==> config.mk <==
export PLATFORM = sky130hd
export DESIGN_NAME = fgen_sequencer
export DESIGN_NICKNAME = d
export VERILOG_FILES = /design/src/rtl/fgen_sequencer.sv
export SDC_FILE = /design/constraint.sdc
export NUM_CORES = 1
export LEC_CHECK = 0
export BUFFER_PORTS_ARGS = -buffer_cell sky130_fd_sc_hd__buf_2
export CORE_ASPECT_RATIO = 0.5
export CORE_UTILIZATION = 49
export DETAILED_ROUTE_END_ITERATION = 12
export HOLD_SLACK_MARGIN = 0.02
export PLACE_DENSITY = 0.74
export SLEW_MARGIN = 20
export SYNTH_ARGS = -nofsm -noshare
export SYNTH_HDL_FRONTEND = slang
export SYNTH_SLANG_ARGS = --single-unit
==> constraint.sdc <==
create_clock -name clk -period 2.8 [get_ports clk]
set_clock_uncertainty 0.2 [all_clocks]
set_input_delay 0.28 -clock clk [delete_from_list [all_inputs] [get_ports clk]]
set_output_delay 0.28 -clock clk [all_outputs]
set_load 0.1 [all_outputs]
==> src/rtl/fgen_sequencer.sv <==
// Function-generator block sequencer.
// Walks address 0..3 for PASSES sweeps per block. It pulses acc_clr before the
// first word and pulses done after the last accepted word. It also keeps a
// wrapping count of completed blocks. Every output comes straight from a flop.
module fgen_sequencer #(
    parameter int PASSES = 4,
    parameter int CNT_W  = 16
) (
    input  logic             clk,
    input  logic             rst,
    input  logic             start,
    input  logic             abort,
    input  logic             dp_ready,
    output logic [1:0]       adrs,
    output logic             fg_rst,
    output logic             f_valid,
    output logic             acc_clr,
    output logic [7:0]       pass_idx,
    output logic             busy,
    output logic             done,
    output logic [CNT_W-1:0] blk_cnt
);

    typedef enum logic [1:0] {IDLE, CLR, ISSUE, DONE} state_t;

    localparam logic [7:0] LAST_PASS = 8'(PASSES - 1);

    state_t           state_q, state_d;
    logic [1:0]       adrs_q, adrs_d;
    logic [7:0]       pass_q, pass_d;
    logic [CNT_W-1:0] blk_q, blk_d;
    logic             fg_rst_q, fg_rst_d;
    logic             f_valid_q, f_valid_d;
    logic             acc_clr_q, acc_clr_d;
    logic             busy_q, busy_d;
    logic             done_q, done_d;

    // Next state, counters, and output values. The output values are decoded
    // from the next state, so each output flop holds the value for the state
    // being entered.
    always_comb begin
        state_d = state_q;
        adrs_d  = adrs_q;
        pass_d  = pass_q;
        blk_d   = blk_q;

        case (state_q)
            IDLE: begin
                adrs_d = 2'd0;
                pass_d = 8'd0;
                if (start) state_d = CLR;
            end
            CLR: begin
                adrs_d  = 2'd0;
                pass_d  = 8'd0;
                state_d = abort ? IDLE : ISSUE;
            end
            ISSUE: begin
                if (abort) begin
                    // Abort beats a coincident final acceptance.
                    state_d = IDLE;
                    adrs_d  = 2'd0;
                    pass_d  = 8'd0;
                end else if (dp_ready) begin
                    if (adrs_q != 2'd3) begin
                        adrs_d = adrs_q + 2'd1;
                    end else if (pass_q != LAST_PASS) begin
                        adrs_d = 2'd0;
                        pass_d = pass_q + 8'd1;
                    end else begin
                        // Count the block on entry to DONE, so blk_cnt already
                        // shows the new value while done is high.
                        state_d = DONE;
                        adrs_d  = 2'd0;
                        blk_d   = blk_q + CNT_W'(1);
                    end
                end
            end
            DONE: begin
                state_d = IDLE;
                adrs_d  = 2'd0;
                pass_d  = 8'd0;
            end
            default: state_d = IDLE;
        endcase

        fg_rst_d  = (state_d == IDLE) || (state_d == DONE);
        f_valid_d = (state_d == ISSUE);
        acc_clr_d = (state_d == CLR);
        busy_d    = (state_d != IDLE);
        done_d    = (state_d == DONE);
    end

    // State, counters, and output flops; rst forces idle values at once.
    always_ff @(posedge clk or posedge rst) begin
        if (rst) begin
            state_q   <= IDLE;
            adrs_q    <= 2'd0;
            pass_q    <= 8'd0;
            blk_q     <= '0;
            fg_rst_q  <= 1'b1;
            f_valid_q <= 1'b0;
            acc_clr_q <= 1'b0;
            busy_q    <= 1'b0;
            done_q    <= 1'b0;
        end else begin
            state_q   <= state_d;
            adrs_q    <= adrs_d;
            pass_q    <= pass_d;
            blk_q     <= blk_d;
            fg_rst_q  <= fg_rst_d;
            f_valid_q <= f_valid_d;
            acc_clr_q <= acc_clr_d;
            busy_q    <= busy_d;
            done_q    <= done_d;
        end
    end

    assign adrs     = adrs_q;
    assign pass_idx = pass_q;
    assign blk_cnt  = blk_q;
    assign fg_rst   = fg_rst_q;
    assign f_valid  = f_valid_q;
    assign acc_clr  = acc_clr_q;
    assign busy     = busy_q;
    assign done     = done_q;

endmodule
# After elaboration in Yosys (flattened, before gate mapping)
# Cells that the tools add are included.
[op_classes]
n_addsub = 3
n_eq_ne = 11
n_mux = 16
n_bitwise = 3
n_reduce_logical = 7
[ops]
columns = ["op", "count"]
rows = [
  ["8-bit 2-to-1 mux", 4],
  ["2-bit 2-to-1 mux", 9],
  ["16-bit by 1-bit adder with 16-bit output, second input constant", 1],
  ["8-bit case mux with 2 select lines", 1],
  ["3-bit != test, second input constant", 3],
  ["8-bit by 1-bit adder with 8-bit output, second input constant", 1],
  ["2-bit equality test, second input constant", 4],
  ["8-bit by 2-bit != test with 1-bit output, second input constant", 1],
  ["2-bit case mux with 4 select lines", 1],
  ["5-bit AND reduction", 1],
  ["2-bit by 1-bit equality test with 1-bit output, second input constant", 2],
  ["2-bit logical NOT", 2],
  ["2-bit case mux with 2 select lines", 1],
  ["1-bit inverter", 3],
  ["3-bit AND reduction", 1],
  ["3-bit OR reduction", 1],
  ["2-bit by 1-bit adder with 2-bit output, second input constant", 1],
  ["2-bit != test, second input constant", 1],
  ["2-bit nonzero test", 1],
  ["1-bit logical OR", 1],
]
[totals]
register_bits = 33

# Longest topological paths before layout
# Gate-level depths: netlist of the first run.
[depth]
word_depth = 8
ltp_mapped = 6
depth_no_buf = 6

# Worst setup path after synthesis of the first run
# OpenSTA, ideal clock, no wires.
[synth_timing]
path_type = "flip-flop to flip-flop"
startpoint = "reg pass_q[0], in the netlist pass_idx[0]"
endpoint = "reg fg_rst_q, in the netlist fg_rst"
setup_ns = 0.058
t_arrival_ns = 2.395
required_time_ns = 2.542
path_slack_ns = 0.146
path_stages_with_launch = 7
n_path_buf = 0
synth_period_minus_slack_ns = 2.654
cell_sequence = "dfrtp_1 ha_1 nor4b_4 nand4_2 or2b_1 ha_1 inv_1"
[synth_between]
elab_chain_len = 8
elab_cells_between_ends = 9
cone_classes = "eq/ne: 2; mux: 5; reduce/logical: 2"
[synth_lines]
columns = ["item", "line_no", "source"]
rows = [
  ["start: declaration", "30", "logic [7:0] pass_q, pass_d;"],
  ["start signal: assignment", "109", "pass_q <= pass_d;"],
  ["8-bit by 2-bit != test with 1-bit output *", "67", "end else if (pass_q != LAST_PASS) begin"],
  ["2-bit 2-to-1 mux *", "67", ""],
  ["2-bit 2-to-1 mux *", "65", "if (adrs_q != 2'd3) begin"],
  ["2-bit 2-to-1 mux *", "64", "end else if (dp_ready) begin"],
  ["2-bit 2-to-1 mux *", "59", "if (abort) begin"],
  ["2-bit case mux with 4 select lines *", "47", "case (state_q)"],
  ["2-bit equality test / 2-bit logical NOT (equally long branches)", "87", "fg_rst_d = (state_d == IDLE) || (state_d == DONE);"],
  ["1-bit logical OR *", "87", ""],
  ["named net fg_rst_d", "32", "logic fg_rst_q, fg_rst_d;"],
  ["end signal: assignment", "111", "fg_rst_q <= fg_rst_d;"],
  ["end: declaration", "32", ""],
]
# The timed path passes the listed nets; every way through them passes the cells marked *.
# A chain may end at the register's enable or synchronous reset.

# Worst setup path after layout of the first run
[layout_timing]
startpoint = "reg pass_q[1], in the netlist pass_idx[1]"
endpoint = "reg fg_rst_q, in the netlist fg_rst"
# Same word-level chain as after synthesis.

==> impl_metrics.json, run 1 <==
{
  "synth_most_common_cell": "dfrtp_1",
  "drt_iter0_markers": 27,
  "ys_ff_latch": 33,
  "cts_buffers": 5,
  "hold_depth": 2,
  "yosysWarnings": 0,
  "layout-drive-gt1-share": 0.298,
  "synthesis.area_sq_um": 1540,
  "rrSetupSlack_ps": 580,
  "outcome": "finished, final reports clean",
  "via_per_inst": 5.17,
  "reg2regPathDepth": 6,
  "syn_inst": 136,
  "area_growth_pct": 21.1,
  "worst_pin_slew_ps": 480,
  "setup-violations-final": 0,
  "cts_root_buf": "clkbuf_8",
  "dr.pass1.iters": 4,
  "coreArea_sq_um": 2780,
  "synthArstFlopShare": 1.00,
  "postCtsSetupBuffers": 0,
  "cts_sinks": 33,
  "grt_util_met2": 0.315,
  "grtUsageMet3": 0.0681,
  "end_kind": "flop",
  "diodes": 0,
  "fillers": 203,
  "port_buffers": 35,
  "vdd_drop_max_v": 0.000363,
  "worstSetupPathType": "reg2reg",
  "min_period_ps": 2220,
  "final-max-slew-violation-count": 0,
  "p_leak_nw": 0.998,
  "wl_um": 2960,
  "layout_worst_path_cycle_share": 0.793,
  "io_pins": 36,
  "setup_tns_ps": 0,
  "start_kind": "flop",
  "grt_antenna_before_repair": 0,
  "synth_common_cells": "32 x dfrtp_1, 18 x xor2_1, 17 x nor2_1",
  "grt_pass1_wl_um": 5020,
  "crit-reg2reg-capture": "fg_rst",
  "max_stage_delay_ps": 450,
  "synthTopCellsByArea": "dfrtp_1 52%, xor2_1 10%, nor2_1 4.1%, ha_1 3.2%, xnor2_1 2.8%",
  "synthDistinctLibCells": 27,
  "cts.path.max_buffers": 2,
  "rr_startpoint": "pass_idx[1]",
  "place.gp.congestion": 0.823,
  "min_from": "start",
  "register_area_sq_um": 827,
  "vias": 1127,
  "utilization": 0.672,
  "clock_latency_ps": 290,
  "hold_end": "acc_clr",
  "ys_seq_area_frac": 0.536,
  "slowest_stage": "dfrtp_1",
  "rsz0062_at_grt": "false",
  "hpwl_um": 2170,
  "start_util": 0.555,
  "cts_max_level": 2,
  "synth_ff_type": "dfrtp_1",
  "cp_max_fo": 10,
  "postRouteAntennaNets": 0,
  "synth.net_count": 145,
  "fp.dieW_um": 81.4,
  "die_area_sq_um": 3390,
  "relSlewSlack": 0.679,
  "cts.reportedPaths.clkPinSlew_ps": 70,
  "die_h_um": 41.7,
  "nNetsFinal": 189,
  "worstPathRequired_ps": 2830,
  "synth_top_cell_by_area": "dfrtp_1",
  "worst_hold_path_type": "in2reg",
  "power_density_nw_per_um2": 568,
  "grt_pass1_vias": 1082,
  "path_cells": "ha_1, nor4b_4, nand4_2, or2b_1, ha_1, inv_1",
  "use_met1": 0.268,
  "top_usage_layer": "met2",
  "wl_per_cell_um": 13.6,
  "rows": 13,
  "max_cap_violations": 0,
  "multi_input_area_sq_um": 691,
  "grt_max_degree": 34,
  "drc": 0,
  "critical_path_arrival_ps": 2250,
  "hold_viol": 0,
  "grt-ovfl-total": 0,
  "synthDominantCellAreaShare": 0.519,
  "path_common_cell": "ha_1",
  "grt_usage": 0.204,
  "fmax_mhz": 450,
  "synth_edf_count": 0,
  "cts_tree": "built",
  "synth_area_per_cell_sq_um": 11.4
}
-- report_power, final --
| group | internal, W | switching [W] |
|---|---|---|
| logic | 0.0000305 | 0.000166 |
| clock network | 0.000171 | 0.000180 |
| registers | 0.000502 | 0.0000112 |
| total | 0.000704 | 0.000357 |
-- cell usage in the layout (no fill, tap or decap) --
cell | netlist | final
nor2b_1 | 1 | 1
nand4_2 | 2 | 2
or2b_1 | 2 | 2
mux2i_1 | 3 | 3
clkbuf_8 | 0 | 5
nand3_1 | 5 | 5
mux2_2 | 1 | 1
dlygate4sd3_1 | 0 | 1
nor4_2 | 2 | 2
nor4b_4 | 1 | 1
and4_1 | 3 | 3
nor3b_1 | 1 | 1
nand2_1 | 8 | 8
dfstp_2 | 1 | 1
xnor2_1 | 5 | 5
nor3b_2 | 1 | 1
clkinv_2 | 0 | 2
nor3_1 | 6 | 6
dfrtp_1 | 32 | 32
ha_1 | 4 | 4
a21oi_1 | 1 | 1
buf_4 | 0 | 1
a211oi_1 | 1 | 1
nor3_2 | 2 | 2
clkinvlp_4 | 0 | 1
nor2_1 | 17 | 17
xor2_1 | 18 | 18
inv_1 | 7 | 7
nand4_1 | 6 | 6
and3_1 | 3 | 3
and2_1 | 1 | 1
nand2b_1 | 2 | 2
buf_2 | 0 | 35
-- metal layers --
| metal | wire, um | vias up |
|---|---|---|
| met1 | 1440 | 550 |
| li1 | - | 548 |
| met2 | 1340 | 23 |
| met5 | 0 | - |
| met3 | 129 | 6 |
| met4 | 46 | 0 |
-- stage by stage --
| stage | area (sq um) | power [W] | worst slack, ps | hold slack, ps | instances |
|---|---|---|---|---|---|
| 3_5_place_dp | 1770 | 0.000720 | 604 | 191 | 209 |
| 2_1_floorplan | 1540 | 0.000686 | 146 | 208 | 136 |
| 5_1_grt | 1870 | 0.00110 | 422 | 96.1 | 218 |
| 6_report | 1870 | 0.00106 | 578 | 90.0 | 218 |
| 4_1_cts | 1870 | 0.00107 | 583 | 88.7 | 218 |
| 3_3_place_gp | 1770 | 0.000715 | 717 | 182 | 209 |
-- cells by family after synthesis --
logic type	Yosys count	synth area share
mux	4	0.0267
simple gates	63	0.250
fa+ha+maj	4	0.0324
flops	33	0.536
xor+xnor	23	0.130
buf+inv	7	0.0170
compound gates	2	0.00810
-- timing repair --
item	4_1_cts	5_1_grt
hold buffers	1	0
setup endpoints to repair	0	0
gates resized for setup	0	0
hold endpoints to repair	32	0
-- sequential cells by signal, indices dropped and copies added, names as in the netlist --
| signal | flops |
|---|---|
| blk_cnt | 16 |
| pass_idx | 8 |
| adrs | 2 |
| state_q | 2 |
| acc_clr | 1 |
| busy | 1 |
| done | 1 |
| f_valid | 1 |
| fg_rst | 1 |
-- how the worst max path moves through the flow --
| stage | cells past startpoint | startpoint | slack (ps) | to |
|---|---|---|---|---|
| 2_1_floorplan | 6 | pass_idx[0] | 150 | fg_rst |
| 6_report | 6 | pass_idx[1] | 580 | fg_rst |
| 3_5_place_dp | 6 | pass_idx[1] | 600 | fg_rst |
| 5_1_grt | 5 | pass_idx[0] | 420 | blk_cnt[2] |
| 3_3_place_gp | 6 | pass_idx[0] | 720 | fg_rst |
| 4_1_cts | 6 | pass_idx[1] | 580 | fg_rst |
-- layout make-up --
class	instances	area share
tap	37	0.0248
inverter	7	0.0141
timing repair buffer	37	0.103
sequential	33	0.442
multi-input combinational	96	0.369
clock inverter	3	0.00937
clock buffer	5	0.0368
-- worst max-delay path: cells and delay by family (launching register included) --
| family | cells | cell delay, ps |
|---|---|---|
| flops | 1 | 450 |
| fa+ha+maj | 2 | 480 |
| buf+inv | 1 | 50 |
| simple gates | 3 | 980 |
Note: power is estimated with default switching activity, not from simulation.
==> run 2, diff against run 1 <==
--- a/config.mk
+++ b/config.mk
@@ -5,12 +5,13 @@
 export SDC_FILE = /design/constraint.sdc
 export NUM_CORES = 1
 export LEC_CHECK = 0
+export ABC_AREA = 1
 export BUFFER_PORTS_ARGS = -buffer_cell sky130_fd_sc_hd__buf_2
 export CORE_ASPECT_RATIO = 0.5
 export CORE_UTILIZATION = 49
 export DETAILED_ROUTE_END_ITERATION = 12
 export HOLD_SLACK_MARGIN = 0.02
-export PLACE_DENSITY = 0.74
+export PLACE_DENSITY = 0.72
 export SLEW_MARGIN = 20
 export SYNTH_ARGS = -nofsm -noshare
 export SYNTH_HDL_FRONTEND = slang
==> constraint.sdc (replaced) <==
create_clock -name clk -period 2.2 [get_ports clk]
set_clock_uncertainty 0.2 [all_clocks]
set_input_delay 0.22 -clock clk [delete_from_list [all_inputs] [get_ports clk]]
set_output_delay 0.22 -clock clk [all_outputs]
set_load 0.1 [all_outputs]
==> run 2 against run 1 <==
Compared with the run above: non-clock buffer count up 2; routed wire length up 47%; combinational power down 6%; clock power up 72%; maximum frequency up 20%; design area up 25%; critical endpoint is now blk_cnt[12]; largest cell class is now multi-input gates.
==> impl_metrics.json, run 2 <==
{
  "rsz0062_at_grt": "false",
  "grt_pass1_wl_um": 7170,
  "setup_tns_ps": 0,
  "startpoint": "pass_idx[0]",
  "synth.net_count": 268,
  "die_h_um": 46.5,
  "wl_per_cell_um": 12.2,
  "postRouteAntennaNets": 0,
  "vias": 1769,
  "port_buffers": 35,
  "relSlewSlack": 0.675,
  "synth_top_cell_by_area": "dfrtp_1",
  "end_kind": "flop",
  "worst_pin_slew_ps": 490,
  "grt-ovfl-total": 0,
  "syn_inst": 259,
  "worstSetupPathType": "reg2reg",
  "setup-violations-final": 0,
  "power_density_nw_per_um2": 612,
  "synth_edf_count": 0,
  "hpwl_um": 3130,
  "crit-reg2reg-capture": "blk_cnt[12]",
  "fp.dieW_um": 91.0,
  "wl_um": 4340,
  "synth_common_cells": "96 x nand2_1, 32 x dfrtp_1, 29 x nor2_1",
  "cts.path.max_buffers": 2,
  "cts_root_buf": "clkbuf_8",
  "largest_reg_flops": 16,
  "fillers": 332,
  "area_growth_pct": 20.0,
  "synth_ff_type": "dfrtp_1",
  "reg2regPathDepth": 7,
  "clock_latency_ps": 290,
  "cts_max_level": 2,
  "postCtsSetupBuffers": 0,
  "max_cap_violations": 0,
  "synthArstFlopShare": 1.00,
  "via_per_inst": 4.97,
  "fin_total_pwr_w": 0.00143,
  "critical_path_arrival_ps": 1880,
  "synth_most_common_cell": "nand2_1",
  "start_util": 0.539,
  "grt_max_degree": 34,
  "cts.reportedPaths.clkPinSlew_ps": 70,
  "fmax_mhz": 538,
  "synthDistinctLibCells": 28,
  "rrSetupSlack_ps": 340,
  "ys_ff_latch": 33,
  "final_cell_mix": "96 x nand2_1, 35 x buf_2, 29 x nor2_1",
  "worst_hold_path_type": "in2reg",
  "cts_resized": 0,
  "rows": 15,
  "nNetsFinal": 313,
  "cp_max_fo": 11,
  "place.gp.congestion": 1.02,
  "grt_pass1_vias": 1499,
  "hold_viol": 0,
  "cts_buffers": 5,
  "vdd_drop_max_v": 0.000270,
  "yosysWarnings": 0,
  "worstPathRequired_ps": 2230,
  "coreArea_sq_um": 3600,
  "place_inst": 345,
  "diodes": 0,
  "die_area_sq_um": 4230,
  "outcome": "finished, final reports clean",
  "drc": 0,
  "drt_iter0_markers": 52,
  "synthDominantCellAreaShare": 0.412,
  "layout_worst_path_cycle_share": 0.845,
  "synthesis.area_sq_um": 1940,
  "placed_area_sq_um": 2180,
  "synth_area_per_cell_sq_um": 7.50,
  "dr.pass1.iters": 4,
  "cts_sinks": 33,
  "p_leak_nw": 1.25,
  "rr_startpoint": "pass_idx[0]",
  "layout-drive-gt1-share": 0.239,
  "crit_path_end": "blk_cnt[12]",
  "min_period_ps": 1860,
  "cts_tree": "built",
  "grt_usage": 0.226,
  "start_kind": "flop",
  "io_pins": 36,
  "final_cell_area_sq_um": 2330,
  "instances_no_fill": 356,
  "ys_seq_area_frac": 0.426,
  "final-max-slew-violation-count": 0,
  "mostFrequentLayoutCell": "nand2_1",
  "synthTopCellsByArea": "dfrtp_1 41%, nand2_1 19%, nor2_1 5.6%, inv_1 5.2%, nand3_1 4.1%",
  "grt_antenna_before_repair": 0
}
## run 2: cell count changes in the layout (fill, tap and decap cells not counted), sizes merged, moves of 3 or more
cell / before / now
and3: 3 / 0
and4: 3 / 0
inv: 7 / 32
mux2i: 3 / 0
nand2: 8 / 101
nand3: 5 / 17
nand4: 8 / 11
nor2: 17 / 38
nor3: 8 / 2
o21ai: 0 / 7
o21bai: 0 / 3
xor2: 18 / 2
## run 2: cell families after synthesis
| group | Yosys count | share of synthesized area |
|---|---|---|
| buffers and inverters | 33 | 0.0677 |
| AO/OA/AOI/OAI | 14 | 0.0451 |
| flip-flops | 33 | 0.426 |
| XOR/XNOR | 5 | 0.0226 |
| adder cells (fa/ha/maj) | 4 | 0.0258 |
| AND/OR/NAND/NOR | 170 | 0.413 |
## run 2: how the worst min path moves through the flow
| stage | startpoint | endpoint | slack [ps] | cells past startpoint |
|---|---|---|---|---|
| detailed placement | rst | blk_cnt[6] | 140 | 3 |
| global placement | rst | blk_cnt[6] | 120 | 3 |
| finish | abort | pass_idx[3] | 80 | 4 |
| global route | abort | pass_idx[3] | 80 | 4 |
| floorplan | dp_ready | adrs[0] | 110 | 1 |
| CTS | abort | pass_idx[3] | 70 | 4 |
## run 2: per-layer routing
metal  track usage  up-vias  part of all wire
met1         0.299      821              0.50
li1              -      905                 -
met5             0        -                 0
met3        0.0495       10             0.033
met4        0.0857        0             0.015
met2         0.376       33              0.45
## run 2: final cells by class
class                   instances  area (sq um)  area share
clock buffers                   7          86.3      0.0370
clock inverters                 1          30.0      0.0129
inverters                      32           120      0.0515
multi-input cells             193           983       0.422
flip-flops and latches         33           835       0.358
well taps                      51          63.8      0.0274
repair buffers                 39           213      0.0913
## run 2: worst max-delay path: stages, from the launching register on
cell	delay [ps]
dfrtp_2	390
ha_1	240
nand3_2	120
nor2_4	190
nand4_2	290
inv_2	230
nand2_1	80
nand2_1	50
## run 2: metrics by stage
stage / hold WS, ps / setup WS, ps / utilization
4_1_cts: 71.7 / 363 / 0.647
3_3_place_gp: 125 / 447 / 0.606
6_report: 75.8 / 342 / 0.647
5_1_grt: 84.2 / 210 / 0.647
3_5_place_dp: 139 / 383 / 0.606
2_1_floorplan: 110 / 83.0 / -
## run 2: power breakdown
group	leakage, nW	switching (W)	internal (W)
logic	0.764	0.000153	0.0000323
registers	0.432	0.0000122	0.000626
clock network	0.0585	0.000234	0.000370
## run 2: what timing repair did
item,in CTS,in global routing
endpoints found under the hold margin,36,0
hold buffers,3,0
endpoints found under the setup margin,0,0
==> run 3, diff against run 2 <==
==> constraint.sdc (replaced) <==
create_clock -name clk -period 1.8 [get_ports clk]
set_clock_uncertainty 0.2 [all_clocks]
set_input_delay 0.18 -clock clk [delete_from_list [all_inputs] [get_ports clk]]
set_output_delay 0.18 -clock clk [all_outputs]
set_load 0.1 [all_outputs]
==> run 3 against run 2 <==
Compared with the run above: register-to-register slack got worse by 230 ps; maximum frequency rose by 9.9%; clock-buffer cell count rose by 1; final cell count rose by 1.4%; non-clock buffer count rose by 5; via count rose by 2.0%; hold slack got worse by 13 ps; sequential power rose by 22%; sequential share of layout area fell by 0.081 points.
==> impl_metrics.json, run 3 (synthesis results as in run 2) <==
{
  "outcome": "finished, final reports clean",
  "worstPathRequired_ps": 1820,
  "hold_viol": 0,
  "port_buffers": 35,
  "whs_ps": 62.9,
  "worst_pin_slew_ps": 490,
  "vdd_drop_max_v": 0.000375,
  "fin_total_pwr_w": 0.00158,
  "cts_tree": "built",
  "place_inst": 350,
  "grt_pass1_wl_um": 7130,
  "nNetsFinal": 318,
  "fillers": 319,
  "power_density_nw_per_um2": 648,
  "largest_reg_flops": 16,
  "io_pins": 36,
  "postRouteAntennaNets": 0,
  "place_ws_ps": 19.4,
  "vias": 1805,
  "wl_per_cell_um": 12.0,
  "end_kind": "flop",
  "clock_latency_ps": 290,
  "die_area_sq_um": 4230,
  "postCtsSetupBuffers": 0,
  "mostFrequentLayoutCell": "nand2_1",
  "p_leak_nw": 1.24,
  "layout_worst_path_cycle_share": 0.939,
  "die_h_um": 46.5,
  "diodes": 0,
  "cts_max_level": 2,
  "cts_buffers": 5,
  "final_cell_mix": "95 x nand2_1, 35 x buf_2, 29 x nor2_1",
  "relSlewSlack": 0.676,
  "grt-ovfl-total": 0,
  "rows": 15,
  "layout-drive-gt1-share": 0.332,
  "grt_pass1_vias": 1596,
  "via_per_inst": 5.00,
  "critical_path_arrival_ps": 1710,
  "start_kind": "flop",
  "setup_ws_ps": 110,
  "dr.pass1.iters": 4,
  "drt_iter0_markers": 53,
  "area_growth_pct": 25.9,
  "worst_hold_path_type": "in2reg",
  "rsz0062_at_grt": "false",
  "setup-violations-final": 0,
  "grt_antenna_before_repair": 0,
  "hpwl_um": 3300,
  "start_util": 0.539,
  "coreArea_sq_um": 3600,
  "wl_um": 4320,
  "drc": 0,
  "grt_usage": 0.227,
  "fp.dieW_um": 91.0,
  "cts.path.max_buffers": 2,
  "worstSetupPathType": "reg2reg",
  "instances_no_fill": 361,
  "min_period_ps": 1690,
  "max_cap_violations": 0,
  "cts_sinks": 33,
  "final-max-slew-violation-count": 0,
  "cp_max_fo": 11,
  "fmax_mhz": 592,
  "place.gp.congestion": 0.947,
  "cts_root_buf": "clkbuf_8",
  "grt_max_degree": 34,
  "cts.reportedPaths.clkPinSlew_ps": 60
}
==> run 3: changes by cell type in the layout (fill, tap and decap cells not counted), sizes merged <==
cell and delta:
bufinv -1, buf +5, clkbuf +1
==> run 3: path summary, 6_finish.rpt <==
path	slack, ps	to	start	cells after the start
min in group asynchronous	330	blk_cnt[14]	rst	4
max in group asynchronous	730	blk_cnt[1]	rst	4
hold / removal	60	pass_idx[6]	abort	4
setup reg to reg	110	blk_cnt[13]	pass_idx[1]	7
hold reg to reg	330	blk_cnt[3]	blk_cnt[3]	2
setup / recovery	110	blk_cnt[13]	pass_idx[1]	7
==> run 3: repair_timing <==
item / in CTS / in global routing
hold buffers: 3 / 0
setup endpoints to repair: 1 / 0
gates resized for setup: 1 / 0
endpoints found under the hold margin: 37 / 0
==> run 3: critical path, cell delays in order (launching register included) <==
cell	delay, ps
dfrtp_4	450
ha_4	170
nand3_2	100
nor2_4	190
nand4_4	210
inv_2	190
nand2_1	70
nand2_1	50
==> run 3: per-stage QoR <==
stage | setup TNS, ps | util | cell area, sq um
finish | 0 | 0.678 | 2440
global route | 0 | 0.678 | 2440
CTS | 0 | 0.678 | 2440
detailed placement | 0 | 0.643 | 2320
global placement | 0 | 0.643 | 2320
floorplan | -16.7 | - | 2040
==> run 3: report_power, final <==
part | total, W | leakage, nW | internal (W) | switching [W]
registers | 0.000780 | 0.401 | 0.000766 | 0.0000143
clock network | 0.000573 | 0.0455 | 0.000312 | 0.000261
logic | 0.000230 | 0.796 | 0.0000399 | 0.000190
total | 0.00158 | 1.24 | 0.00112 | 0.000466
==> run 3: layout make-up <==
| type | instances | area [sq um] | area share |
|---|---|---|---|
| Multi-Input combinational cell | 193 | 1050 | 0.428 |
| Tap cell | 51 | 63.8 | 0.0261 |
| Clock buffer | 8 | 90.1 | 0.0368 |
| Timing Repair Buffer | 44 | 250 | 0.102 |
| Inverter | 32 | 120 | 0.0491 |
| Sequential cell | 33 | 873 | 0.357 |
==> run 3: per-layer routing <==
layer | track usage | up-vias | wire length (um)
met2 | 0.406 | 31 | 2040
li1 | - | 916 | -
met5 | 0 | - | 0
met4 | 0.0762 | 0 | 32
met3 | 0.0578 | 5 | 178
met1 | 0.279 | 853 | 2070
